<file path="src/rtl/sseg_scan_decoder.sv">
// Seven-segment scan decoder: samples multiplexed anode/segment lines,
// decodes stable patterns to nibbles and assembles complete 4-digit frames.
module sseg_scan_decoder #(
  parameter int SETTLE_CYCLES = 1
) (
  input  logic        clk,
  input  logic        btnC,
  input  logic [3:0]  an,
  input  logic [6:0]  seg,
  output logic [15:0] live,
  output logic [3:0]  seen,
  output logic [15:0] frame,
  output logic        frame_valid,
  output logic [7:0]  frame_count,
  output logic        err_seg,
  output logic        err_an
);

  localparam int CW = $clog2(SETTLE_CYCLES + 1);
  localparam logic [CW-1:0] CMAX = CW'(SETTLE_CYCLES);
  localparam logic [CW-1:0] CPRE = CW'(SETTLE_CYCLES - 1);

  logic [3:0]    r_an;
  logic [6:0]    r_seg;
  logic [CW-1:0] cnt;

  logic        same;
  logic        capture;
  logic        blank;
  logic        an_ok;
  logic [1:0]  idx;
  logic [3:0]  onehot;
  logic [4:0]  dec;
  logic [15:0] live_n;
  logic [3:0]  seen_n;

  // {ok, nibble}; segments are active-low GFEDCBA
  function automatic logic [4:0] decode(input logic [6:0] s);
    case (s)
      7'b1000000: decode = 5'h10;
      7'b1111001: decode = 5'h11;
      7'b0100100: decode = 5'h12;
      7'b0110000: decode = 5'h13;
      7'b0011001: decode = 5'h14;
      7'b0010010: decode = 5'h15;
      7'b0000010: decode = 5'h16;
      7'b1111000: decode = 5'h17;
      7'b0000000: decode = 5'h18;
      7'b0010000: decode = 5'h19;
      7'b0001000: decode = 5'h1A;
      7'b0000011: decode = 5'h1B;
      7'b1000110: decode = 5'h1C;
      7'b0100001: decode = 5'h1D;
      7'b0000110: decode = 5'h1E;
      7'b0001110: decode = 5'h1F;
      default:    decode = 5'h00;
    endcase
  endfunction

  always_comb begin
    same    = ({an, seg} == {r_an, r_seg});
    capture = same && (cnt == CPRE);
    blank   = (r_an == 4'b1111);
    an_ok   = 1'b1;
    idx     = 2'd0;
    onehot  = 4'b0000;
    case (r_an)
      4'b1110: begin idx = 2'd0; onehot = 4'b0001; end
      4'b1101: begin idx = 2'd1; onehot = 4'b0010; end
      4'b1011: begin idx = 2'd2; onehot = 4'b0100; end
      4'b0111: begin idx = 2'd3; onehot = 4'b1000; end
      default: an_ok = 1'b0;
    endcase
    dec    = decode(r_seg);
    live_n = live;
    live_n[{idx, 2'b00} +: 4] = dec[3:0];
    // a repeated digit means a slot was missed: restart the frame
    seen_n = ((seen & onehot) != 4'b0000) ? onehot : (seen | onehot);
  end

  always_ff @(posedge clk) begin
    if (btnC) begin
      r_an        <= 4'b0000;
      r_seg       <= 7'b0000000;
      cnt         <= '0;
      live        <= 16'h0000;
      seen        <= 4'b0000;
      frame       <= 16'h0000;
      frame_valid <= 1'b0;
      frame_count <= 8'h00;
      err_seg     <= 1'b0;
      err_an      <= 1'b0;
    end else begin
      r_an        <= an;
      r_seg       <= seg;
      frame_valid <= 1'b0;
      if (!same)
        cnt <= '0;
      else if (cnt != CMAX)
        cnt <= cnt + 1'b1;
      if (capture && !blank) begin
        if (!an_ok) begin
          err_an <= 1'b1;
        end else if (!dec[4]) begin
          err_seg <= 1'b1;
        end else begin
          live <= live_n;
          if (seen_n == 4'b1111) begin
            frame       <= live_n;
            frame_valid <= 1'b1;
            frame_count <= frame_count + 8'd1;
            seen        <= 4'b0000;
          end else begin
            seen <= seen_n;
          end
        end
      end
    end
  end

endmodule

</file>
<file path="config.mk">
export PLATFORM = sky130hd
export DESIGN_NAME = sseg_scan_decoder
export DESIGN_NICKNAME = d
export VERILOG_FILES = /design/src/rtl/sseg_scan_decoder.sv
export SDC_FILE = /design/constraint.sdc
export NUM_CORES = 1
export LEC_CHECK = 0
export CELL_PAD_IN_SITES_DETAIL_PLACEMENT = 0
export CELL_PAD_IN_SITES_GLOBAL_PLACEMENT = 1
export CORE_MARGIN = 2
export CORE_UTILIZATION = 40
export CTS_CLUSTER_DIAMETER = 60
export DETAILED_ROUTE_END_ITERATION = 10
export PLACE_DENSITY_LB_ADDON = 0.2
export REMOVE_ABC_BUFFERS = 1
export SLEW_MARGIN = 0
export SYNTH_ARGS = -nofsm -noshare
export SYNTH_HDL_FRONTEND = slang
export SYNTH_SLANG_ARGS = --single-unit
</file>
<file path="constraint.sdc">
create_clock -name clk -period 7.05 [get_ports clk]
set_clock_uncertainty 0.2 [all_clocks]
set_input_delay 0.705 -clock clk [delete_from_list [all_inputs] [get_ports clk]]
set_output_delay 0.705 -clock clk [all_outputs]
set_load 0.005 [all_outputs]
</file>
==> results of run 1 <==
==> flip-flops by register name, summed over array words and instances (netlist names) <==
name,flops
frame,16
live,16
frame_count,8
r_seg,7
r_an,4
seen,4
cnt,1
err_an,1
err_seg,1
frame_valid,1
==> tightest hold or removal path, cell delays in order (launching register included) <==
cell and delay (ns):
dfxtp_1 0.32, inv_1 0.05, a21oi_1 0.05
==> per-layer routing <==
layer / global-route usage (%) / routed length, um / vias to the layer above / part of all wire, %
met5: 0 / 0 / - / 0
met4: 7.609 / 102 / 0 / 1.3
met3: 3.272 / 262 / 9 / 3.4
met2: 28.69 / 3586 / 54 / 46
met1: 24.35 / 3838 / 1353 / 49
li1: - / - / 1417 / -
==> per-stage QoR <==
step           instances  setup WS (ns)  util (%)  hold slack (ns)  area, um^2
6_report             510          3.682     49.69           0.2565        4021
5_1_grt              510          3.420     49.69           0.3029        4021
4_1_cts              510          3.642     49.69           0.2666        4021
3_5_place_dp         495          3.273     47.20           0.2561        3820
3_3_place_gp         495          3.358     47.20           0.2531        3820
2_1_floorplan        329          4.111         -           0.2360        3078
==> placed cells by master, fill, tap and decap left out, types with 12 or more instances in the layout <==
cell | synthesis | layout
o21ai_0 | 12 | 12
nor2b_1 | 23 | 23
nor2_1 | 35 | 35
dfxtp_1 | 59 | 59
xor2_1 | 12 | 12
a21oi_1 | 12 | 12
nor3_1 | 12 | 12
clkdlybuf4s50_1 | 0 | 58
nand2_1 | 12 | 12
==> final cells by class <==
type                       count  area, um^2
tap                          105       131.4
inverter                       9       33.78
sequential                    59        1181
multi-input combinational    261        1873
clock buffer                  11       151.4
timing repair buffer          61       600.6
clock inverter                 4       50.05
fill                         814        4071
==> report_power, final <==
group          total (mW)  internal, mW  switching [mW]
combinational      0.0521        0.0219          0.0303
sequential          0.348         0.337          0.0119
clock               0.318         0.180           0.139
total               0.719         0.538           0.181
==> worst max path at each step <==
stage	cells after the start	end	start
global route	7	frame_count[4]$_SDFFE_PP0P_	seg[4]
floorplan	6	frame_count[7]$_SDFFE_PP0P_	r_seg[4]$_SDFF_PP0_
CTS	7	frame_count[4]$_SDFFE_PP0P_	seg[4]
global placement	7	frame_count[4]$_SDFFE_PP0P_	seg[4]
finish	7	frame_count[4]$_SDFFE_PP0P_	seg[4]
detailed placement	7	frame_count[4]$_SDFFE_PP0P_	seg[4]
==> kinds of logic (layout without fill, tap and decap cells) <==
group	count (synthesis)	after routing	share of synthesized area [%]
AO/OA/AOI/OAI	101	101	26.21
XOR/XNOR	15	15	4.006
adder cells (fa/ha/maj)	5	5	1.908
buffers and inverters	36	85	7.173
flip-flops	59	59	36.02
AND/OR/NAND/NOR	140	140	24.69
==> qor.yml, run 1 <==
critical_path:
  worstRegToRegCells: 6
  required_ns: 7.12
  cp_max_fo: 27
  crit_buf_inv: 1
  timing.rr.start: "r_seg[5]$_SDFF_PP0_"
  path_cells: "clkdlybuf4s50_1, xor2_1, nor4_1, o2111a_2, o311a_1, nand4b_1, a21oi_2"
  crit_slowest_cell: "o311a_1"
  critPathTopFamily: "compound AO/OA/AOI/OAI gates"
  start_kind: "input port"
  cp.arrival_ns: 3.44
  r2r_setup_slack_ns: 3.76
  path_class: "in -> reg"
  end_kind: "flip-flop"
  slowest_delay_ns: 1.00
  r2r_end: "frame_count[4]$_SDFFE_PP0P_"
sta:
  tightest_slew_ns: 1.209
  slew_headroom_pct: 19.40
  fin_crit_sh_pct: 47.77
  fmax_mhz: 296.9
  rsz0062_at_grt: "false"
  finalMaxSlewViolations: 0
  finalCriticalPeriod_ns: 3.368
  finalSetupViolCount: 0
  final.setup.tns_ns: 0
  finalHoldViolCount: 0
worst_hold_path:
  hp-start: "err_seg$_SDFFE_PP0P_"
  hold_class: "reg -> reg"
  holdPathEnd: "err_seg$_SDFFE_PP0P_"
  hold_depth: 2
routing:
  drc: 0
  vias: 2833
  drt_wl_total_um: 7789
  viasPerCell: 5.555
  wl_per_cell_um: 15.27
  detail-route-antenna-nets: 0
  drtIter0Drc: 83
  dr.pass1.iters: 4
logic_synthesis:
  synthCells: 356
  yosysMostFrequentCell: "dfxtp_1"
  synth_area_leaders: "dfxtp_1 36%, nor2b_1 4.4%, nor2_1 4.0%, xor2_1 3.2%, a211oi_2 3.1%"
  synth_top_area_share_pct: 36.02
  mappedNetlistArea_um2: 3279
  async_reset_ff_share_pct: 0
  ys_seq_area_share_pct: 36.02
  yosys_warnings: 0
  synth-edff-count: 0
  synth_area_per_cell_um2: 9.212
  synth_commonest_cells: "59 x dfxtp_1, 35 x nor2_1, 23 x nor2b_1"
  ys.flop_type: "dfxtp_1"
  ys_ff_latch: 59
  synth_top_area_cell: "dfxtp_1"
  synth_cell_types: 64
floorplan:
  io_pins: 60
  die_area_um2: 8939
  start_util_pct: 40.52
  core_area_um2: 8093
  die_w_um: 94.55
  dieHeight_um: 94.55
  rows: 33
finish:
  drive_gt1_share_pct: 13.83
  area_delta_synth_final_pct: 22.63
  final_nets: 419
  diodes: 0
global_routing:
  grtUsageTotal_pct: 18.14
  grt_pass1_wl_um: 12710
  antenna_found_initial: 0
  grt_start_max_net_pins: 63
  gr-total-overflow: 0
  grt_pass1_vias: 2656
clock_tree:
  root_buffer: "clkbuf_8"
  path_clk_slew_ns: 0.07
  clockBufferDepth: 2
  cts_resized: 0
  cts_max_level: 3
  cts_tree: "done"
  cts_hold_buf: 0
  worstSkewPairLatency_ns: 0.34
  cts-buffers-inserted: 9
  cts_setup_buffers: 0
  clock-sinks: 59
outcome:
  outcome: "finished, final reports clean"
placed_design:
  dp_hpwl_um: 5138
  gp_congestion: 0.7556
  port_buffers: 59
pwr:
  p_leak_nw: 1.322
  peakVddDrop_mv: 0.09502
  power_density_nw_per_um2: 178.8
  power_mw: 0.7190
job:
  drv_cap: 0
Note: power is estimated with default switching activity, not from simulation.
==> inputs of run 2 (changes only) <==
Settings changed: CORE_UTILIZATION 40 to 36.
Clock period 7.05 ns to 3 ns, I/O delays scaled along.
==> qor.yml, run 2 (synthesis results as in run 1) <==
worst_hold_path:
  hp-start: "btnC"
  hold_class: "in -> reg"
  hold_depth: 2
  holdPathEnd: "frame_valid$_SDFF_PP0_"
routing:
  vias: 2807
  viasPerCell: 5.367
  drc: 0
  detail-route-antenna-nets: 0
  wl_per_cell_um: 14.79
  drtIter0Drc: 91
  drt_wl_total_um: 7734
  dr.pass1.iters: 4
critical_path:
  end_kind: "flip-flop"
  start_kind: "flip-flop"
  cp.arrival_ns: 2.80
  path_class: "reg -> reg"
  path_cells: "xor2_1, nor4_1, o2111a_2, o311ai_4, buf_12, or3_2, a21oi_2"
  worstRegToRegCells: 7
  crit_slowest_cell: "dfxtp_1"
  required_ns: 3.07
  r2r_setup_slack_ns: 0.27
  r2r_end: "frame_count[7]$_SDFFE_PP0P_"
  timing.rr.start: "r_seg[4]$_SDFF_PP0_"
  cp_max_fo: 21
  slowest_delay_ns: 0.63
outcome:
  outcome: "finished, final reports clean"
global_routing:
  grt_pass1_wl_um: 13180
  met1_usage_pct: 23.29
  grt_busiest_layer: "met2"
  grt_pass1_vias: 2581
  use_met3_pct: 4.287
  grt_start_max_net_pins: 28
  gr-total-overflow: 0
  use_met2_pct: 24.43
  grtUsageTotal_pct: 16.56
  antenna_found_initial: 0
placed_design:
  place_area_um2: 3924
  dpl_worst_slack_ns: 0.1553
  gp_congestion: 0.7784
  dp_hpwl_um: 5454
  port_buffers: 59
sta:
  final.setup.tns_ns: 0
  hold_ws_ns: 0.2503
  slew_headroom_pct: 59.46
  rsz0062_at_grt: "false"
  finalWorstSetupSlack_ns: 0.2718
  finalHoldViolCount: 0
  finalSetupViolCount: 0
  fin_crit_sh_pct: 90.94
  tightest_slew_ns: 0.6081
  finalMaxSlewViolations: 0
  fmax_mhz: 366.5
  finalCriticalPeriod_ns: 2.728
finish:
  reg_top3: "frame (16), live (16), frame_count (8)"
  diodes: 0
  mostFrequentLayoutCells: "59 x dfxtp_1, 58 x clkdlybuf4s50_1, 35 x nor2_1, 23 x nor2b_1"
  area_delta_synth_final_pct: 25.18
  n_fill_cell: 887
  final_common_cell: "dfxtp_1"
  stdcell_area_um2: 4105
  drive_gt1_share_pct: 15.90
  final_nets: 429
clock_tree:
  clockBufferDepth: 2
  cts_setup_buffers: 0
  worstSkewPairLatency_ns: 0.34
  root_buffer: "clkbuf_8"
  cts-buffers-inserted: 9
  path_clk_slew_ns: 0.07
  clock-sinks: 59
  cts_max_level: 3
  cts_resized: 0
  cts_tree: "done"
  cts_hold_buf: 0
floorplan:
  dieHeight_um: 99.45
  rows: 34
  die_w_um: 99.45
  start_util_pct: 37.42
  io_pins: 60
  die_area_um2: 9889
  core_area_um2: 8763
pwr:
  power_mw: 1.639
  peakVddDrop_mv: 0.1966
  power_density_nw_per_um2: 399.2
  p_leak_nw: 1.378
job:
  drv_cap: 0
==> run 2: per-stage QoR <==
step | cells | util (%)
finish | 523 | 46.84
global route | 523 | 46.84
CTS | 523 | 46.84
detailed placement | 508 | 44.77
global placement | 508 | 44.77
floorplan | 329 | -
==> run 2: cell type report <==
| type | count | area [um^2] | area share, % |
|---|---|---|---|
| Inverter | 9 | 33.78 | 0.8229 |
| Tap cell | 108 | 135.1 | 3.292 |
| Multi-Input combinational cell | 261 | 1873 | 45.63 |
| Timing Repair Buffer | 71 | 700.7 | 17.07 |
| Clock inverter | 6 | 57.56 | 1.402 |
| Sequential cell | 59 | 1181 | 28.77 |
| Clock buffer | 9 | 123.9 | 3.017 |
==> run 2: where the power goes <==
part / total, mW / switching (mW) / internal, mW
Combinational: 0.127 / 0.0721 / 0.0552
Sequential: 0.819 / 0.0278 / 0.791
Clock: 0.693 / 0.320 / 0.372
==> run 2: worst max path at each step <==
| stage | start | end | slack, ns | cells after the start |
|---|---|---|---|---|
| after floorplan | r_seg[4]$_SDFF_PP0_ | frame_count[7]$_SDFFE_PP0P_ | 0.06 | 6 |
| after global placement | seg[4] | frame_count[7]$_SDFFE_PP0P_ | 0.17 | 8 |
| after detailed placement | seg[4] | frame_count[7]$_SDFFE_PP0P_ | 0.16 | 8 |
| after CTS | r_seg[4]$_SDFF_PP0_ | frame_count[7]$_SDFFE_PP0P_ | 0.32 | 7 |
| after global routing | r_seg[4]$_SDFF_PP0_ | live[15]$_SDFFE_PP0P_ | 0.07 | 7 |
| final | r_seg[4]$_SDFF_PP0_ | frame_count[7]$_SDFFE_PP0P_ | 0.27 | 7 |
==> run 2: worst max-delay path, delay by kind of cell (launching register included) <==
kind                      cells  cell delay (ns)
xor gates and xnor gates      1             0.15
buffers and inverters         1             0.19
AOI/OAI and AO/OA             3             0.61
DFF                           1             0.63
and+or+nand+nor               2             0.87
==> run 2: layer usage <==
layer	share of wire, %	routed length, um
met1	49	3813
met2	45	3506
met3	4.2	324
met4	1.2	90
met5	0	0
